--- src/rtl/mem_access_pkg.sv ---
// Shared ISA constants, FSM encodings and opcode classification helpers
// for the MEM pipeline stage.
package mem_access_pkg;

    localparam int WIDTH = 32;

    localparam logic [5:0] OP_NOP = 6'h00;
    localparam logic [5:0] OP_ADD = 6'h01;
    localparam logic [5:0] OP_LH  = 6'h21;
    localparam logic [5:0] OP_LW  = 6'h23;
    localparam logic [5:0] OP_LD  = 6'h37;
    localparam logic [5:0] OP_SH  = 6'h29;
    localparam logic [5:0] OP_SW  = 6'h2b;
    localparam logic [5:0] OP_SD  = 6'h3f;

    localparam logic [31:0] NOP_INSTR = {OP_NOP, 26'b0};

    localparam logic [1:0] ST_IDLE  = 2'd0;
    localparam logic [1:0] ST_BEAT0 = 2'd1;
    localparam logic [1:0] ST_BEAT1 = 2'd2;
    localparam logic [1:0] ST_DONE  = 2'd3;

    typedef enum logic [1:0] {
        S_IDLE  = ST_IDLE,
        S_BEAT0 = ST_BEAT0,
        S_BEAT1 = ST_BEAT1,
        S_DONE  = ST_DONE
    } state_t;

    function automatic logic is_load(input logic [5:0] op);
        return (op == OP_LW) || (op == OP_LH) || (op == OP_LD);
    endfunction

    function automatic logic is_store(input logic [5:0] op);
        return (op == OP_SW) || (op == OP_SH) || (op == OP_SD);
    endfunction

    function automatic logic is_mem_op(input logic [5:0] op);
        return is_load(op) || is_store(op);
    endfunction

    function automatic logic is_dword(input logic [5:0] op);
        return (op == OP_LD) || (op == OP_SD);
    endfunction

endpackage

--- src/rtl/mem_access_align.sv ---
// Combinational lane logic: byte enables, replicated store data,
// misalignment detection and sign-extended halfword load data.
module mem_access_align
    import mem_access_pkg::*;
#(
    parameter int WIDTH = 32
) (
    input  logic [5:0]       op,
    input  logic [2:0]       addr_lo,
    input  logic [WIDTH-1:0] store_data,
    input  logic [WIDTH-1:0] rdata,
    output logic [3:0]       be,
    output logic [WIDTH-1:0] wdata,
    output logic             misalign,
    output logic [WIDTH-1:0] load_data
);

    logic        is_half;
    logic [15:0] half_sel;

    assign is_half  = (op == OP_LH) || (op == OP_SH);
    assign half_sel = addr_lo[1] ? rdata[31:16] : rdata[15:0];

    always_comb begin
        be        = 4'b1111;
        wdata     = store_data;
        misalign  = 1'b0;
        load_data = rdata;
        if (is_half) begin
            be       = addr_lo[1] ? 4'b1100 : 4'b0011;
            wdata    = {store_data[15:0], store_data[15:0]};
            misalign = addr_lo[0];
        end else if (is_dword(op)) begin
            misalign = |addr_lo;
        end else begin
            misalign = |addr_lo[1:0];
        end
        if (op == OP_LH) begin
            load_data = {{(WIDTH-16){half_sel[15]}}, half_sel};
        end
    end

endmodule

--- src/rtl/mem_access.sv ---
// MEM pipeline stage: request/acknowledge data-memory port with two-beat
// doubleword transfers, upstream stall, ack timeout and write-back outputs.
module mem_access
    import mem_access_pkg::*;
#(
    parameter int WIDTH   = 32,
    parameter int TIMEOUT = 255
) (
    input  logic             clk,
    input  logic             rst,
    input  logic [WIDTH-1:0] IR_in,
    input  logic [WIDTH-3:0] PC_in,
    input  logic [WIDTH-1:0] Z_in,
    input  logic [WIDTH-1:0] Addr_in,
    output logic [WIDTH-1:0] IR_out,
    output logic [WIDTH-3:0] PC_out,
    output logic [WIDTH-1:0] Z_out,
    output logic [WIDTH-1:0] Zhi_out,
    output logic             IsStall,
    output logic             MemErr,
    output logic             MemReq,
    output logic             MemWe,
    output logic [WIDTH-1:0] MemAddr,
    output logic [WIDTH-1:0] MemWData,
    output logic [3:0]       MemBE,
    input  logic [WIDTH-1:0] MemRData,
    input  logic             MemAck
);

    state_t           state_reg;
    logic [7:0]       cnt_reg;
    logic [WIDTH-1:0] ir_reg;
    logic [WIDTH-3:0] pc_reg;
    logic [WIDTH-1:0] z_reg;
    logic [WIDTH-1:0] zhi_reg;
    logic [2:0]       addr_lo_reg;

    logic [5:0]       op_in;
    logic [5:0]       op_reg;
    logic [5:0]       al_op;
    logic [2:0]       al_addr;
    logic [3:0]       al_be;
    logic [WIDTH-1:0] al_wdata;
    logic             al_misalign;
    logic [WIDTH-1:0] al_load;
    logic             beat_active;
    logic             timed_out;

    assign op_in  = IR_in[31:26];
    assign op_reg = ir_reg[31:26];

    // While idle the aligner looks at the incoming instruction; once an
    // access is in flight it works from the latched copy.
    assign al_op   = (state_reg == S_IDLE) ? op_in : op_reg;
    assign al_addr = (state_reg == S_IDLE) ? Addr_in[2:0] : addr_lo_reg;

    mem_access_align #(.WIDTH(WIDTH)) u_align (
        .op         (al_op),
        .addr_lo    (al_addr),
        .store_data (Z_in),
        .rdata      (MemRData),
        .be         (al_be),
        .wdata      (al_wdata),
        .misalign   (al_misalign),
        .load_data  (al_load)
    );

    // BEAT1 with MemReq low is the mandatory idle gap between beats.
    assign beat_active = (state_reg == S_BEAT0) || ((state_reg == S_BEAT1) && MemReq);
    assign timed_out   = beat_active && !MemAck && (cnt_reg == 8'(TIMEOUT - 1));

    always_ff @(posedge clk or posedge rst) begin
        if (rst) begin
            state_reg   <= S_IDLE;
            cnt_reg     <= '0;
            ir_reg      <= NOP_INSTR;
            pc_reg      <= '0;
            z_reg       <= '0;
            zhi_reg     <= '0;
            addr_lo_reg <= '0;
            IR_out      <= NOP_INSTR;
            PC_out      <= '0;
            Z_out       <= '0;
            Zhi_out     <= '0;
            IsStall     <= 1'b0;
            MemErr      <= 1'b0;
            MemReq      <= 1'b0;
            MemWe       <= 1'b0;
            MemAddr     <= '0;
            MemWData    <= '0;
            MemBE       <= '0;
        end else begin
            MemErr <= 1'b0;
            if (timed_out) begin
                MemReq    <= 1'b0;
                MemWe     <= 1'b0;
                MemErr    <= 1'b1;
                IsStall   <= 1'b0;
                IR_out    <= NOP_INSTR;
                Z_out     <= '0;
                Zhi_out   <= '0;
                state_reg <= S_IDLE;
            end else begin
                case (state_reg)
                    S_IDLE: begin
                        if (!is_mem_op(op_in)) begin
                            IR_out  <= IR_in;
                            PC_out  <= PC_in;
                            Z_out   <= Z_in;
                            Zhi_out <= '0;
                        end else if (al_misalign) begin
                            MemErr  <= 1'b1;
                            IR_out  <= NOP_INSTR;
                            PC_out  <= PC_in;
                            Z_out   <= '0;
                            Zhi_out <= '0;
                        end else begin
                            ir_reg      <= IR_in;
                            pc_reg      <= PC_in;
                            z_reg       <= Z_in;
                            zhi_reg     <= '0;
                            addr_lo_reg <= Addr_in[2:0];
                            MemReq      <= 1'b1;
                            IsStall     <= 1'b1;
                            MemWe       <= is_store(op_in);
                            MemAddr     <= {Addr_in[WIDTH-1:2], 2'b00};
                            MemBE       <= al_be;
                            MemWData    <= al_wdata;
                            cnt_reg     <= '0;
                            state_reg   <= S_BEAT0;
                        end
                    end
                    S_BEAT0: begin
                        if (MemAck) begin
                            if (is_load(op_reg)) begin
                                z_reg <= al_load;
                            end
                            MemReq    <= 1'b0;
                            state_reg <= is_dword(op_reg) ? S_BEAT1 : S_DONE;
                        end else begin
                            cnt_reg <= cnt_reg + 8'd1;
                        end
                    end
                    S_BEAT1: begin
                        if (!MemReq) begin
                            // The upper word of a 32-bit register is always zero.
                            MemReq   <= 1'b1;
                            MemAddr  <= MemAddr + WIDTH'(4);
                            MemWData <= '0;
                            cnt_reg  <= '0;
                        end else if (MemAck) begin
                            if (is_load(op_reg)) begin
                                zhi_reg <= MemRData;
                            end
                            MemReq    <= 1'b0;
                            state_reg <= S_DONE;
                        end else begin
                            cnt_reg <= cnt_reg + 8'd1;
                        end
                    end
                    S_DONE: begin
                        IR_out    <= ir_reg;
                        PC_out    <= pc_reg;
                        Z_out     <= z_reg;
                        Zhi_out   <= zhi_reg;
                        IsStall   <= 1'b0;
                        MemWe     <= 1'b0;
                        state_reg <= S_IDLE;
                    end
                    default: state_reg <= S_IDLE;
                endcase
            end
        end
    end

endmodule

--- config.mk ---
export PLATFORM = sky130hd
export DESIGN_NAME = mem_access
export DESIGN_NICKNAME = d
export VERILOG_FILES = /design/src/rtl/mem_access_pkg.sv /design/src/rtl/mem_access_align.sv /design/src/rtl/mem_access.sv
export SDC_FILE = /design/constraint.sdc
export NUM_CORES = 1
export LEC_CHECK = 0
export ABC_AREA = 1
export ABC_CLOCK_PERIOD_IN_PS = 20900
export BUFFER_PORTS_ARGS = -buffer_cell sky130_fd_sc_hd__buf_2
export CORE_MARGIN = 2
export CORE_UTILIZATION = 60
export CTS_CLUSTER_DIAMETER = 80
export CTS_CLUSTER_SIZE = 8
export DETAILED_ROUTE_END_ITERATION = 16
export PLACE_DENSITY = 0.86
export SLEW_MARGIN = 20
export SYNTH_ARGS = -nofsm -noshare
export SYNTH_HDL_FRONTEND = slang
export SYNTH_SLANG_ARGS = --single-unit
--- constraint.sdc ---
create_clock -name clk -period 20.9 [get_ports clk]
set_input_delay 2.09 -clock clk [delete_from_list [all_inputs] [get_ports clk]]
set_output_delay 2.09 -clock clk [all_outputs]
set_load 0.01 [all_outputs]
==> impl_results.html <==
<table>
<tr><th>Metric</th><th>Value</th></tr>
<tr><th colspan="2">Power</th></tr>
<tr><td>Leakage Power</td><td>10.5 nW</td></tr>
<tr><td>Power Dens Cells</td><td>around 160 nW/um^2</td></tr>
<tr><td>Highest ir drop seen on vdd</td><td>~0.13 mV</td></tr>
<tr><th colspan="2">Critical path</th></tr>
<tr><td>Slowest cell on crit path</td><td>buf_6</td></tr>
<tr><td>Cell-by-cell listing of the critical path</td><td>buf_2, clkinv_1, nand2_1, nor2_1, nand3_2, buf_4, nand2_2, inv_2, nand2_2, nand2_4, buf_6, o21ai_0</td></tr>
<tr><td>Required time worst endpoint</td><td>between 20000 and 25000 ps</td></tr>
<tr><td>CP Max Fanout</td><td>124</td></tr>
<tr><td>Category of the critical setup timing path</td><td>in2reg</td></tr>
<tr><td>R2R Path End</td><td>Zhi_out[10]</td></tr>
<tr><td>Kind of capture point of the worst setup path</td><td>register</td></tr>
<tr><td>Critical path's most frequent cell</td><td>nand2_2</td></tr>
<tr><td>Buffers &amp; Inverters on Critical Path</td><td>5</td></tr>
<tr><td>Kind of cell with the highest combined delay on the critical path</td><td>buffers and inverters</td></tr>
<tr><td>Kind of start point of the critical path</td><td>primary input</td></tr>
<tr><td>Number of cell instances on the worst register-to-register path</td><td>13</td></tr>
<tr><td>Longest individual stage delay on the worst path</td><td>670 ps</td></tr>
<tr><td>Launch point of the worst reg-to-reg path</td><td>state_reg[1]</td></tr>
<tr><td>Reg-to-reg setup timing slack</td><td>15330 ps</td></tr>
<tr><td>CP arrival</td><td>between 6000 and 7000 ps</td></tr>
<tr><th colspan="2">Routing</th></tr>
<tr><td>Average wire length per cell after detail routing</td><td>18.0 um</td></tr>
<tr><td>Post-route DRC</td><td>0</td></tr>
<tr><td>Metal3 WL</td><td>between 5 and 6 mm</td></tr>
<tr><td>Via count of the routed design</td><td>around 17k</td></tr>
<tr><td>Met1 wire length</td><td>20.5 mm</td></tr>
<tr><td>Detailed route wirelength on metal2</td><td>roughly 24 mm</td></tr>
<tr><td>Top routing layer in use</td><td>met5</td></tr>
<tr><td>Post-detailed-route count of antenna-violating nets</td><td>0</td></tr>
<tr><td>Final wirelength</td><td>52.9 mm</td></tr>
<tr><td>Pre-antenna DRT Iters</td><td>6</td></tr>
<tr><td>Initial drt markers</td><td>~2.1k</td></tr>
<tr><td>Post-DR vias/cell</td><td>roughly 5.8</td></tr>
<tr><th colspan="2">Worst hold path</th></tr>
<tr><td>Type of the worst min-delay path</td><td>reg2reg</td></tr>
<tr><td>Destination of the worst hold path</td><td>addr_lo_reg[0]</td></tr>
<tr><td>Number of cells traversed by the worst hold path</td><td>2</td></tr>
<tr><td>Hold_sp</td><td>addr_lo_reg[0]</td></tr>
<tr><th colspan="2">STA</th></tr>
<tr><td>Unrepaired setup endpoints after global routing</td><td>no</td></tr>
<tr><td>Clock skew after layout</td><td>19.1 ps</td></tr>
<tr><td>Slew Viols, Final</td><td>0</td></tr>
<tr><td>Slew Limit Headroom</td><td>0.317</td></tr>
<tr><td>Fmax achieved</td><td>between 150 and 200 MHz</td></tr>
<tr><td>Hold_ws</td><td>467 ps</td></tr>
<tr><td>Measured slew at the worst slew-check pin</td><td>1020 ps</td></tr>
<tr><td>Summed negative setup slack over all endpoints</td><td>0 ps</td></tr>
<tr><td>Share of the cycle needed by the critical path after routing</td><td>0.286</td></tr>
<tr><td>Count of final setup violators</td><td>0</td></tr>
<tr><td>Post-route minimum period</td><td>5980 ps</td></tr>
<tr><td>Final hold violation count</td><td>0</td></tr>
<tr><th colspan="2">Clock tree</th></tr>
<tr><td>Number of buffers inserted for hold repair after clock tree synthesis</td><td>0</td></tr>
<tr><td>TritonCTS clock tree</td><td>built</td></tr>
<tr><td>Clock slew seen by the registers of the worst setup and hold paths</td><td>approximately 50 ps</td></tr>
<tr><td>CTS Buf Count</td><td>47</td></tr>
<tr><td># H-tree levels</td><td>2</td></tr>
<tr><td>Number of cells upsized or downsized after cts</td><td>0</td></tr>
<tr><td>CTS Buffer Depth</td><td>3</td></tr>
<tr><td>Skew-Pair Late Insertion Delay</td><td>550 ps</td></tr>
<tr><td>Cell chosen for the clock root</td><td>clkbuf_16</td></tr>
<tr><td>Sink count of the clock tree</td><td>333</td></tr>
<tr><td>Post-CTS setup buffer count</td><td>0</td></tr>
<tr><th colspan="2">Job</th></tr>
<tr><td>Max-Cap Viols</td><td>0</td></tr>
<tr><th colspan="2">Final layout</th></tr>
<tr><td>Post-synthesis to final-layout area growth</td><td>17.0%</td></tr>
<tr><td>Area taken by multi-input logic gates</td><td>about 7800 sq um</td></tr>
<tr><td>Fraction of layout cells with a size suffix above 1</td><td>0.178</td></tr>
<tr><td>FF+latch area</td><td>8330 sq um</td></tr>
<tr><td>Post-layout net count</td><td>~2.7k</td></tr>
<tr><td>Layout filler cell count</td><td>2219</td></tr>
<tr><th colspan="2">Global routing</th></tr>
<tr><td>Pin count of the biggest net entering global routing</td><td>between 150 and 200</td></tr>
<tr><td>Antenna violations before repair</td><td>5</td></tr>
<tr><td>Overall routing resource usage</td><td>0.346</td></tr>
<tr><td>First-pass GRT wire length</td><td>84.3 mm</td></tr>
<tr><td>Via count of the first global-routing pass</td><td>roughly 16k</td></tr>
<tr><td>Overall overflow remaining after global route</td><td>0</td></tr>
<tr><th colspan="2">Die</th></tr>
<tr><td>Starting density of the core</td><td>0.614</td></tr>
<tr><td>Die boundary height</td><td>173 um</td></tr>
<tr><td>I/O pin count</td><td>359</td></tr>
<tr><td>Area of the placeable core</td><td>28000 sq um</td></tr>
<tr><td>Chip Width</td><td>173 um</td></tr>
<tr><td>Die footprint</td><td>around 30000 sq um</td></tr>
<tr><td>Num rows</td><td>61</td></tr>
<tr><th colspan="2">Synthesis</th></tr>
<tr><td>Portion of the post-synthesis area used by sequential elements</td><td>0.485</td></tr>
<tr><td>Area share of the largest cell type after synthesis</td><td>0.485</td></tr>
<tr><td>Register bit total from synthesis</td><td>333</td></tr>
<tr><td>Mean post-synth cell area</td><td>7.54 sq um</td></tr>
<tr><td>Number of synthesized flops with an enable pin</td><td>0</td></tr>
<tr><td>Leading post-synthesis cells by cell area</td><td>dfrtp_1 48%, nand2_1 21%, nand3_1 6.1%</td></tr>
<tr><td>Total number of yosys warnings</td><td>0</td></tr>
<tr><td>Ys async rst share</td><td>1.00</td></tr>
<tr><td>Synth Cell Area</td><td>17200 sq um</td></tr>
<tr><td>Post-synth cell types</td><td>46</td></tr>
<tr><td>Leading area contributor after synthesis</td><td>dfrtp_1</td></tr>
<tr><td>Synth Instances</td><td>2281</td></tr>
<tr><td>Primary flip-flop cell chosen by synthesis mapping</td><td>dfrtp_1</td></tr>
<tr><th colspan="2">Placement</th></tr>
<tr><td>Placer congestion estimate</td><td>0.964</td></tr>
<tr><td>Final HPWL from detailed placement</td><td>between 30 and 40 mm</td></tr>
<tr><td>Number of I/O port buffers</td><td>356</td></tr>
<tr><th colspan="2">Run status</th></tr>
<tr><td>Result of the run</td><td>finished clean</td></tr>
</table>
cells in the final DEF (no fill, tap or decap), types with 3 or more instances in the layout:
cell type / count
nand2_1: 962
buf_2: 356
dfrtp_1: 333
nand3_1: 210
o21ai_0: 159
o21ai_1: 122
nor2_1: 91
inv_1: 78
clkbuf_16: 48
mux2i_1: 34
a21oi_1: 20
a31oi_1: 18
xor2_1: 18
nand4_1: 10
a21boi_0: 10
buf_4: 9
ha_1: 7
nand2_2: 6
inv_2: 6
nor3_1: 5
diode_2: 4
nand3_4: 3
o211ai_1: 3
nand3b_1: 3
or2_2: 3
stage by stage:
step	utilization	cell area, sq um	power, W	worst slack (ps)	instances
floorplan	-	17200	0.00220	9590	2282
global placement	0.673	18800	0.00254	14530	2881
detailed placement	0.673	18800	0.00260	14250	2881
CTS	0.717	20100	0.00329	14840	2932
global route	0.718	20100	0.00354	14540	2937
finish	0.718	20100	0.00331	14920	2937
tightest hold or removal path, cell delays in order (launching register included):
cell	delay, ps
dfrtp_1	340
nand2_1	50
inv_1	40
power by group:
| group | internal (W) | leakage [nW] | switching [W] |
|---|---|---|---|
| sequential | 0.000935 | 4.24 | 0.000188 |
| combinational | 0.000477 | 5.68 | 0.00104 |
| clock | 0.000401 | 0.607 | 0.000268 |
layout make-up:
type                    instances  area share
flip-flops and latches        333       0.414
clock buffers                  48      0.0597
multi-input cells            1713       0.388
diodes                          4    0.000497
clock inverters                 3     0.00149
repair buffers                369      0.0954
well taps                     378      0.0235
inverters                      89      0.0172
logic make-up (layout without fill, tap and decap cells):
family,Yosys count,count (layout),share of synthesized area
AO/OA/AOI/OAI,343,343,0.105
multiplexers,34,34,0.0198
flip-flops,333,333,0.485
other,1,6,0.000218
adder cells (fa/ha/maj),9,9,0.00655
XOR/XNOR,20,20,0.0102
buffers and inverters,236,509,0.0644
AND/OR/NAND/NOR,1305,1305,0.309
per-layer routing:
| layer | track usage | vias to the layer above |
|---|---|---|
| li1 | - | 7900 |
| met1 | 0.457 | 7985 |
| met2 | 0.548 | 990 |
| met3 | 0.0833 | 182 |
| met4 | 0.151 | 2 |
| met5 | 0 | - |
worst max path at each step:
stage / start / end / slack (ps) / depth (start not counted)
floorplan: rst / IR_out[0] / 9590 / 1
global placement: MemAck / Zhi_out[14] / 14530 / 12
detailed placement: MemAck / Zhi_out[23] / 14250 / 12
CTS: MemAck / Zhi_out[10] / 14840 / 12
global route: MemAck / Zhi_out[12] / 14540 / 13
finish: MemAck / Zhi_out[10] / 14920 / 12
Yosys cell counts (3+ instances only):
cell        n
nand2_1   962
nor3_1      5
or2_2       3
buf_2      19
nand4_1    10
o211ai_1    3
nor2_1     91
xor2_1     18
a31oi_1    18
buf_1      11
inv_2       7
nand3_2     3
clkbuf_1   80
a21boi_0   10
nand3b_1    3
buf_4      22
o21ai_1   122
o21ai_0   159
nand3_1   211
nand2_2     7
a21oi_1    21
ha_1        9
mux2i_1    34
dfrtp_1   333
inv_1      79
buf_6      15
Note: power is estimated with default switching activity, not from simulation.
